### src/rtl/seg7_pkg.sv
// Shared segment patterns and helpers for the 7-segment scan driver.
// Bit order is {dp,g,f,e,d,c,b,a}, 1 = segment lit.
package seg7_pkg;

    localparam logic [7:0] SEG_BLANK  = 8'h00;
    localparam logic [7:0] SEG_0      = 8'h3F;
    localparam logic [7:0] SEG_1      = 8'h06;
    localparam logic [7:0] SEG_2      = 8'h5B;
    localparam logic [7:0] SEG_3      = 8'h4F;
    localparam logic [7:0] SEG_4      = 8'h66;
    localparam logic [7:0] SEG_5      = 8'h6D;
    localparam logic [7:0] SEG_6      = 8'h7D;
    localparam logic [7:0] SEG_7      = 8'h07;
    localparam logic [7:0] SEG_8      = 8'h7F;
    localparam logic [7:0] SEG_9      = 8'h6F;
    localparam logic [7:0] SEG_HEX_A  = 8'h77;
    localparam logic [7:0] SEG_HEX_B  = 8'h7C;
    localparam logic [7:0] SEG_HEX_C  = 8'h39;
    localparam logic [7:0] SEG_HEX_D  = 8'h5E;
    localparam logic [7:0] SEG_HEX_E  = 8'h79;
    localparam logic [7:0] SEG_HEX_F  = 8'h71;
    localparam logic [7:0] SEG_NOTE_C = 8'h39;
    localparam logic [7:0] SEG_NOTE_D = 8'h5E;
    localparam logic [7:0] SEG_NOTE_E = 8'h79;
    localparam logic [7:0] SEG_NOTE_F = 8'h71;
    localparam logic [7:0] SEG_NOTE_G = 8'h3D;
    localparam logic [7:0] SEG_NOTE_A = 8'h77;
    localparam logic [7:0] SEG_NOTE_B = 8'h7C;
    localparam logic [7:0] SEG_SHARP  = 8'h80;

    function automatic logic [7:0] seg7_hex(input logic [3:0] nibble);
        logic [7:0] p;
        case (nibble)
            4'h0: p = SEG_0;
            4'h1: p = SEG_1;
            4'h2: p = SEG_2;
            4'h3: p = SEG_3;
            4'h4: p = SEG_4;
            4'h5: p = SEG_5;
            4'h6: p = SEG_6;
            4'h7: p = SEG_7;
            4'h8: p = SEG_8;
            4'h9: p = SEG_9;
            4'hA: p = SEG_HEX_A;
            4'hB: p = SEG_HEX_B;
            4'hC: p = SEG_HEX_C;
            4'hD: p = SEG_HEX_D;
            4'hE: p = SEG_HEX_E;
            default: p = SEG_HEX_F;
        endcase
        return p;
    endfunction

endpackage

### src/rtl/seg7_prescaler.sv
// Free-running divide-by-DIV counter with a strobe on its last count.
// Sets the length of one PWM phase inside a digit slot.
module seg7_prescaler #(
    parameter int DIV = 4,
    localparam int W = (DIV > 1) ? $clog2(DIV) : 1
) (
    input  logic         clk,
    input  logic         rst_n,
    output logic [W-1:0] pre_o,
    output logic         wrap_o
);

    logic [W-1:0] pre_q;
    logic [W-1:0] pre_d;
    logic         wrap;

    assign wrap = (pre_q == W'(DIV - 1));

    always_comb begin
        pre_d = wrap ? '0 : pre_q + 1'b1;
    end

    always_ff @(posedge clk or negedge rst_n) begin
        if (!rst_n) pre_q <= '0;
        else        pre_q <= pre_d;
    end

    assign pre_o  = pre_q;
    assign wrap_o = wrap;

endmodule

### src/rtl/seg7_scan_driver.sv
// Multiplexed 7-segment scanner with PWM dimming, anti-ghost blank
// cycle and frame-synchronous commit of new segment patterns.
module seg7_scan_driver
    import seg7_pkg::*;
#(
    parameter int NUM_DIGITS = 4,
    parameter int SLOT_CYC   = 200000,
    parameter int PWM_BITS   = 3,
    parameter int ACTIVE_LOW = 1
) (
    input  logic                    clk,
    input  logic                    rst_n,
    input  logic [8*NUM_DIGITS-1:0] seg_data,
    input  logic [NUM_DIGITS-1:0]   digit_en,
    input  logic                    load,
    input  logic [PWM_BITS-1:0]     brightness,
    output logic                    load_ack,
    output logic                    frame_done,
    output logic [NUM_DIGITS-1:0]   an,
    output logic [7:0]              seg
);

    localparam int PRE_DIV = SLOT_CYC >> PWM_BITS;
    localparam int PRE_W   = (PRE_DIV > 1) ? $clog2(PRE_DIV) : 1;
    localparam int IDX_W   = (NUM_DIGITS > 1) ? $clog2(NUM_DIGITS) : 1;
    localparam int DW      = 8 * NUM_DIGITS;

    localparam logic [NUM_DIGITS-1:0] AN_POL  = {NUM_DIGITS{ACTIVE_LOW != 0}};
    localparam logic [7:0]            SEG_POL = {8{ACTIVE_LOW != 0}};

    logic [PRE_W-1:0]      pre;
    logic                  pre_wrap;
    logic                  phase_wrap;
    logic                  frame_wrap;
    logic                  digit_on;

    logic [PWM_BITS-1:0]   phase_q, phase_d;
    logic [IDX_W-1:0]      idx_q, idx_d;
    logic [DW-1:0]         staging_q, staging_d;
    logic [DW-1:0]         display_q, display_d;
    logic                  pending_q, pending_d;
    logic                  ack_q, ack_d;
    logic [NUM_DIGITS-1:0] an_q, an_d;
    logic [7:0]            seg_q, seg_d;

    seg7_prescaler #(.DIV(PRE_DIV)) u_pre (
        .clk    (clk),
        .rst_n  (rst_n),
        .pre_o  (pre),
        .wrap_o (pre_wrap)
    );

    assign phase_wrap = pre_wrap && (phase_q == '1);
    assign frame_wrap = phase_wrap && (idx_q == IDX_W'(NUM_DIGITS - 1));

    always_comb begin
        phase_d = pre_wrap ? phase_q + 1'b1 : phase_q;
        idx_d   = idx_q;
        if (phase_wrap) begin
            idx_d = (idx_q == IDX_W'(NUM_DIGITS - 1)) ? '0 : idx_q + 1'b1;
        end
    end

    // A load on the boundary cycle itself bypasses staging straight to display.
    always_comb begin
        staging_d = staging_q;
        display_d = display_q;
        pending_d = pending_q;
        ack_d     = 1'b0;
        if (load) begin
            staging_d = seg_data;
            pending_d = 1'b1;
        end
        if (frame_wrap && (pending_q || load)) begin
            display_d = load ? seg_data : staging_q;
            pending_d = 1'b0;
            ack_d     = 1'b1;
        end
    end

    // First cycle of every slot is forced dark to hide anode switching ghosts.
    assign digit_on = digit_en[idx_q]
                   && (phase_q <= brightness)
                   && !((phase_q == '0) && (pre == '0));

    always_comb begin
        an_d  = AN_POL;
        seg_d = SEG_BLANK ^ SEG_POL;
        if (digit_on) begin
            an_d  = (NUM_DIGITS'(1) << idx_q) ^ AN_POL;
            seg_d = display_q[8*idx_q +: 8] ^ SEG_POL;
        end
    end

    always_ff @(posedge clk or negedge rst_n) begin
        if (!rst_n) begin
            phase_q   <= '0;
            idx_q     <= '0;
            staging_q <= '0;
            display_q <= '0;
            pending_q <= 1'b0;
            ack_q     <= 1'b0;
            an_q      <= AN_POL;
            seg_q     <= SEG_BLANK ^ SEG_POL;
        end else begin
            phase_q   <= phase_d;
            idx_q     <= idx_d;
            staging_q <= staging_d;
            display_q <= display_d;
            pending_q <= pending_d;
            ack_q     <= ack_d;
            an_q      <= an_d;
            seg_q     <= seg_d;
        end
    end

    assign load_ack   = ack_q;
    assign frame_done = frame_wrap;
    assign an         = an_q;
    assign seg        = seg_q;

endmodule

### config.mk
export PLATFORM = sky130hd
export DESIGN_NAME = seg7_scan_driver
export DESIGN_NICKNAME = d
export VERILOG_FILES = /design/src/rtl/seg7_pkg.sv /design/src/rtl/seg7_prescaler.sv /design/src/rtl/seg7_scan_driver.sv
export SDC_FILE = /design/constraint.sdc
export NUM_CORES = 1
export LEC_CHECK = 0
export ABC_AREA = 1
export CORE_UTILIZATION = 24
export CTS_CLUSTER_DIAMETER = 80
export CTS_CLUSTER_SIZE = 12
export DETAILED_ROUTE_END_ITERATION = 16
export PLACE_DENSITY_LB_ADDON = 0.1
export RECOVER_POWER = 25
export SETUP_SLACK_MARGIN = 0.05
export SYNTH_ARGS = -nofsm -noshare
export SYNTH_HDL_FRONTEND = slang
export SYNTH_HIERARCHICAL = 1
export SYNTH_SLANG_ARGS = --single-unit
### constraint.sdc
create_clock -name clk -period 2.9 [get_ports clk]
set_input_delay 0.87 -clock clk [delete_from_list [all_inputs] [get_ports clk]]
set_output_delay 0.87 -clock clk [all_outputs]
set_load 0.005 [all_outputs]
==> flow_metrics.py, run 1 <==
metrics = {
    "run_status": {
        "status": "complete, but fails checks",
        "violations": "max-capacitance violations, max-slew violations",
    },
    "place": {
        "routabilityCongestion": 0.7505,
        "dp_slack_ps": 117.8,
        "postPlaceCellArea_um2": 5326,
        "place_hpwl_um": 7833,
        "io_buffers": 55,
    },
    "synthesis": {
        "yosysWarnings": 6,
        "post_synth_and_or_nand_nor_area_fraction_pct": 21.44,
        "synth_cells": 505,
        "synth_flop_cell": "dfrtp_1",
        "synth-compound-area-share_pct": 7.500,
        "syn_area_um2": 4504,
        "yosysUniqueCellTypes": 30,
        "synth_edf_count": 0,
        "avgSynthCellArea_um2": 8.919,
        "ys_ff_latch": 98,
        "ys_seq_area_share_pct": 54.78,
        "synthAdderAreaFrac_pct": 3.056,
        "synthesis.nets": 558,
        "synth_top_family_by_area": "simple AND/OR/NAND/NOR gates",
        "synthXorXnorAreaFrac_pct": 1.167,
        "async_flop_share_pct": 100.0,
        "synth_mux_area_share_pct": 4.250,
    },
    "sta": {
        "setup_viol": 0,
        "relSlewSlack_pct": -31.84,
        "tightest_slew_ps": 1978,
        "maxSlewViolCount": 33,
        "max_freq_mhz": 375.5,
        "finalHoldViolCount": 0,
        "post-route-min-period_ps": 2663,
        "rsz0062_at_grt": "false",
        "fin_crit_sh_pct": 91.82,
        "fin_ws_ps": 237.1,
        "setup_tns_ps": 0,
        "whs_ps": 480.2,
        "clock-skew-final_ps": 8.716,
    },
    "detailed_routing": {
        "ant_nets": 0,
        "wire_per_inst_um": 13.57,
        "drc_errors": 0,
        "drtPass1Iterations": 6,
        "viasPerCell": 4.186,
        "wl_um": 10880,
        "drt_iter0_markers": 189,
        "vias": 3357,
    },
    "clock_tree": {
        "clock_sinks": 98,
        "cts_tree": "done",
        "clk-insertion-delay-late_ps": 350,
        "cts.clk_slew.worst_paths_ps": 70,
        "ctsHoldBuffers": 0,
        "cts_buffers": 9,
        "clk_path_buf_depth": 2,
        "cts_root_buf": "clkbuf_16",
        "h-tree-depth": 3,
    },
    "cells_and_area": {
        "diodes": 0,
        "area_growth_pct": 26.28,
        "fin_nets": 621,
        "drive_gt1_share_pct": 14.31,
        "area.sequential_um2": 2467,
        "layout_common_cells": "141 x nand2_1, 86 x dfrtp_1, 60 x inv_1",
        "multiInputGateArea_um2": 1685,
        "final_common_cell": "nand2_1",
        "final_area_um2": 5688,
        "fill_cells": 1912,
    },
    "critical_path": {
        "critPathSlowestCell": "dfrtp_1",
        "path_buf_inv": 4,
        "cp_top_family": "simple AND/OR/NAND/NOR gates",
        "start_kind": "flop",
        "cp.arrival_ps": 1790,
        "r2r_start": "u_pre/pre_o[0]",
        "required_ps": 2030,
        "cpMostUsedCell": "inv_2",
        "cpPeakStageDelay_ps": 350,
        "r2r-end": "display_q[3]",
        "ff2ff_path_depth": 12,
        "cp_max_fo": 3,
        "crit_chain": "ha_1, nand3_1, nor2_1, nand3_2, inv_2, nand2_1, inv_2, nand2_4, inv_1, dlygate4sd2_1",
        "r2r_setup_slack_ps": 980,
        "path_class": "flop to output pin",
        "cp-end-kind": "output pin",
    },
    "global_route": {
        "grt_usage_pct": 12.23,
        "grt-ovfl-total": 0,
        "grt_antenna_before_repair": 0,
        "grt_max_degree": 48,
        "grt_pass1_vias": 3503,
        "grt_pass1_wl_um": 18410,
    },
    "hold_path": {
        "min_to": "display_q[4]",
        "min_path_type": "flop to flop",
        "hp-start": "display_q[4]",
        "min_path_cells": 2,
    },
    "floorplan": {
        "fp.dieW_um": 139.0,
        "rows": 49,
        "dieArea_um2": 19320,
        "initial_core_util_pct": 24.82,
        "core_area_um2": 18150,
        "die_h_um": 139.0,
        "io_pins": 56,
    },
    "power": {
        "vdd_drop_max_mv": 0.2540,
        "power.total_w": 0.002960,
        "p_leak_nw": 2.710,
        "pwr_density_cell_nw_per_um2": 520.4,
    },
    "run": {
        "maxCapViolCount": 1,
    },
}
==> layout make-up <==
class                      instances  share of cell area [%]
tap                              229                   5.037
sequential                        98                   43.38
inverter                          65                   4.289
timing repair buffer              71                   12.01
clock inverter                     4                  0.9679
clock buffer                      12                   4.685
multi-input combinational        323                   29.63
==> synth_stat cells, types with 2 or more instances <==
cell      instances  area share (%)
nand4_1           3            0.42
nor2_1           40             3.3
nor2_4            2            0.50
mux2_2           17             4.2
dfrtp_1          86              48
nand2_1         140              12
nand2_2           4            0.56
inv_1            61             5.1
o21ai_1           5            0.56
o211ai_1          8             1.3
clkbuf_1          3            0.25
nor2_2            6            0.83
nand3_1          25             2.8
a21oi_1           8            0.89
inv_2             4            0.33
xor2_1            6             1.2
o21ai_0          41             4.6
buf_6             2            0.50
buf_4             2            0.33
dfstp_2          12             7.0
buf_2            11             1.2
ha_1             11             3.1
==> power by group <==
part	switching, W	leakage, nW	total (W)	internal (W)
combinational	0.000110	1.37	0.000214	0.000104
sequential	0.0000193	1.18	0.00146	0.00144
clock	0.000543	0.156	0.00129	0.000746
total	0.000672	2.71	0.00296	0.00229
==> flip-flops by register name, indices dropped and copies added, names as in the netlist <==
| register | cells |
|---|---|
| u_pre/pre_o | 15 |
| load_ack | 1 |
| an | 4 |
| seg | 8 |
| phase_q | 3 |
| idx_q | 2 |
| pending_q | 1 |
| staging_q | 32 |
| display_q | 32 |
==> worst reg2reg max path, delay by kind of cell, from the launching register on <==
| family | cells | cell delay, ps |
|---|---|---|
| AND/OR/NAND/NOR | 8 | 920 |
| buffers and inverters | 3 | 370 |
| flip-flops | 1 | 350 |
| adder cells (fa/ha/maj) | 1 | 190 |
==> through the flow <==
step	utilization (%)	std cells
global route	31.34	802
CTS	31.45	802
detailed placement	29.35	780
floorplan	-	505
finish	31.34	802
global placement	29.35	780
==> metal layers <==
layer | GRT usage [%] | share of wire [%] | vias to the layer above
li1 | - | - | 1710
met1 | 16.97 | 51 | 1581
met2 | 18.21 | 43 | 52
met3 | 2.521 | 4.3 | 14
met4 | 5.614 | 1.9 | 0
met5 | 0 | 0 | -
==> worst max-delay path by stage <==
stage / cells after the start / start / slack (ps) / endpoint
2_1_floorplan: 9 / u_pre/pre_o[0] / 710 / frame_done
3_3_place_gp: 10 / u_pre/pre_o[0] / 170 / frame_done
3_5_place_dp: 10 / u_pre/pre_o[0] / 120 / frame_done
4_1_cts: 9 / u_pre/pre_o[11] / 200 / frame_done
5_1_grt: 10 / u_pre/pre_o[0] / 80 / frame_done
6_report: 10 / u_pre/pre_o[0] / 240 / frame_done
==> logic make-up after synthesis <==
| group | after synthesis |
|---|---|
| adder cells (fa/ha/maj) | 11 |
| AND/OR/NAND/NOR | 226 |
| flip-flops | 98 |
| buffers and inverters | 84 |
| AO/OA/AOI/OAI | 63 |
| multiplexers | 17 |
| XOR/XNOR | 6 |
==> what timing repair did <==
item,CTS,global route
gates resized for setup,5,0
buffers inserted,6,0
setup endpoints to repair,1,0
Note: power is estimated with default switching activity, not from simulation.
==> run 2: changes to the inputs <==
--- a/config.mk
+++ b/config.mk
@@ -15,5 +15,4 @@
 export SETUP_SLACK_MARGIN = 0.05
 export SYNTH_ARGS = -nofsm -noshare
 export SYNTH_HDL_FRONTEND = slang
-export SYNTH_HIERARCHICAL = 1
 export SYNTH_SLANG_ARGS = --single-unit
==> run 2 against run 1 <==
Against the previous run:
- the run now ends clean
- die area down 1.5%
- power down 1.7%
- design area down 2.1%
- sequential share of layout area up 0.95 points
- critical path depth down 4
- combinational power down 23%
- largest cell class unchanged
==> flow_metrics.py, run 2 <==
metrics = {
    "run_status": {
        "status": "complete, no violations",
    },
    "critical_path": {
        "cp-startpoint": "u_pre.pre_o[1]",
        "r2r_start": "u_pre.pre_o[1]",
        "path_class": "flop to output pin",
        "cp_max_fo": 5,
        "start_kind": "flop",
        "cp-end-kind": "output pin",
        "required_ps": 2030,
        "cp.arrival_ps": 1640,
    },
    "synthesis": {
        "yosys.area.top_type": "dfrtp_1",
        "synthesis.nets": 564,
        "yosysWarnings": 0,
        "synth_top_area_share_pct": 48.51,
        "yosysUniqueCellTypes": 29,
        "ys_seq_area_share_pct": 55.61,
        "async_flop_share_pct": 100.0,
        "avgSynthCellArea_um2": 8.700,
        "synth_flop_cell": "dfrtp_1",
        "syn_area_um2": 4437,
        "ys_top_cells_by_count": "187 x nand2_1, 86 x dfrtp_1, 41 x nor2_1",
        "ys_ff_latch": 98,
        "synth_edf_count": 0,
        "synth_cells": 510,
        "synth_area_leaders": "dfrtp_1 49%, nand2_1 16%, dfstp_2 7.1%, nand3_1 4.3%, nor2_1 3.5%",
        "synth_most_common_cell": "nand2_1",
    },
    "cells_and_area": {
        "fin_nets": 618,
        "area_growth_pct": 25.52,
        "diodes": 0,
        "layout_common_cells": "188 x nand2_1, 85 x dfrtp_1, 53 x clkdlybuf4s50_1",
        "drive_gt1_share_pct": 10.37,
        "final_common_cell": "nand2_1",
    },
    "global_route": {
        "grt_max_degree": 45,
        "use_met3_pct": 2.814,
        "globalRouteMet1Util_pct": 17.24,
        "grt-ovfl-total": 0,
        "met2_usage_pct": 19.61,
        "grt_busiest_layer": "met2",
        "grt_pass1_wl_um": 18210,
        "grt_usage_pct": 12.63,
        "grt_pass1_vias": 3618,
        "grt_antenna_before_repair": 0,
    },
    "clock_tree": {
        "clk_path_buf_depth": 2,
        "cts_root_buf": "clkbuf_16",
        "cts_tree": "done",
        "cts_buffers": 9,
        "cts.clk_slew.worst_paths_ps": 70,
        "clock_sinks": 98,
        "h-tree-depth": 3,
        "clk-insertion-delay-late_ps": 350,
        "ctsHoldBuffers": 0,
    },
    "detailed_routing": {
        "wire_per_inst_um": 13.34,
        "ant_nets": 0,
        "viasPerCell": 4.211,
        "drt_iter0_markers": 181,
        "wl_um": 10650,
        "drtPass1Iterations": 4,
        "vias": 3360,
        "drc_errors": 0,
    },
    "sta": {
        "maxSlewViolCount": 0,
        "finalHoldViolCount": 0,
        "tightest_slew_ps": 1430,
        "max_freq_mhz": 398.6,
        "setup_viol": 0,
        "clock-skew-final_ps": 8.932,
        "rsz0062_at_grt": "false",
        "setup_tns_ps": 0,
        "post-route-min-period_ps": 2509,
        "fin_crit_sh_pct": 86.52,
        "relSlewSlack_pct": 4.673,
    },
    "power": {
        "power.total_w": 0.002910,
        "vdd_drop_max_mv": 0.2869,
        "p_leak_nw": 2.843,
        "pwr_density_cell_nw_per_um2": 522.4,
    },
    "floorplan": {
        "rows": 49,
        "io_pins": 56,
        "initial_core_util_pct": 24.61,
        "dieArea_um2": 19030,
        "fp.dieW_um": 138.0,
        "core_area_um2": 18020,
        "die_h_um": 138.0,
    },
    "place": {
        "io_buffers": 55,
        "place_hpwl_um": 7971,
        "routabilityCongestion": 0.7503,
    },
    "hold_path": {
        "min_path_type": "flop to flop",
        "hp-start": "display_q[16]",
    },
    "run": {
        "maxCapViolCount": 0,
    },
}
==> run 2: changes by cell type after synthesis, sizes merged, moves of 8 or more <==
| cell | change |
|---|---|
| nand2 | +46 |
| mux2 | -17 |
| clkbuf | +11 |
| o211ai | -8 |
| nand3 | +14 |
| inv | -33 |
| o22ai | +9 |
| nand4 | +10 |
| o21ai | -20 |
==> run 2: worst paths after layout <==
| path | slack [ps] | to | depth (start not counted) |
|---|---|---|---|
| worst max-delay path | 390 | frame_done | 6 |
| worst min-delay path | 470 | display_q[16] | 2 |
| worst max register to register | 900 | display_q[9] | 8 |
| worst min register to register | 470 | display_q[16] | 2 |
| max in group asynchronous | 640 | display_q[22] | 2 |
| min in group asynchronous | 850 | u_pre.pre_o[8] | 1 |
==> run 2: critical path, stage by stage (launching register included) <==
cell and delay [ps]:
dfrtp_1 370, ha_2 180, nand2_1 160, nor2_4 160, nand3_4 120, nor2_8 160
dlymetal6s2s_1 140
==> run 2: cell type report <==
| type | instances | area, um2 |
|---|---|---|
| Multi-Input combinational cell | 354 | 1718 |
| Fill cell | 1945 | 12460 |
| Tap cell | 229 | 286.5 |
| Sequential cell | 98 | 2469 |
| Clock inverter | 5 | 85.08 |
| Inverter | 33 | 123.9 |
| Timing Repair Buffer | 68 | 644.4 |
| Clock buffer | 11 | 242.7 |
==> run 2: report_power, final <==
group	switching, W	internal, W
logic	0.0000909	0.0000744
registers	0.0000108	0.00141
clock network	0.000541	0.000785
total	0.000643	0.00227
==> run 2: through the flow <==
stage / cell area [um2] / setup WS, ps / utilization, % / std cells / hold WS (ps)
6_report: 5569 / 391.0 / 30.90 / 798 / 472.1
4_1_cts: 5583 / 53.61 / 30.97 / 798 / 437.9
3_3_place_gp: 5224 / 301.7 / 28.98 / 781 / 454.9
3_5_place_dp: 5224 / 328.0 / 28.98 / 781 / 459.0
5_1_grt: 5569 / 189.3 / 30.90 / 798 / 490.0
2_1_floorplan: 4437 / 862.8 / - / 510 / 436.6
==> run 2: cell families after synthesis <==
kind of cell	after synthesis	share of synthesized area [%]
compound gates	43	5.104
xor+xnor	4	0.7898
fa+ha+maj	12	3.384
buf+inv	58	6.176
flops	98	55.61
simple gates	295	28.93
==> run 2: routing by layer <==
layer	vias to the layer above	wire, um
li1	1740	-
met1	1559	5223
met2	50	4882
met3	11	386
met4	0	156
met5	-	0
==> run 2: repair_timing <==
| item | 4_1_cts | 5_1_grt |
|---|---|---|
| pin swaps | 1 | 1 |
| setup endpoints to repair | 1 | 1 |
| setup buffers | 1 | 0 |
| gates resized for setup | 5 | 2 |
==> run 3: changes to the inputs <==
--- a/config.mk
+++ b/config.mk
@@ -7,7 +7,7 @@
 export LEC_CHECK = 0
 export ABC_AREA = 1
 export CORE_UTILIZATION = 24
-export CTS_CLUSTER_DIAMETER = 80
+export CTS_CLUSTER_DIAMETER = 150
 export CTS_CLUSTER_SIZE = 12
 export DETAILED_ROUTE_END_ITERATION = 16
 export PLACE_DENSITY_LB_ADDON = 0.1
==> results of run 3 <==
No change in the layout: final DEF, timing and power equal those of run 2.
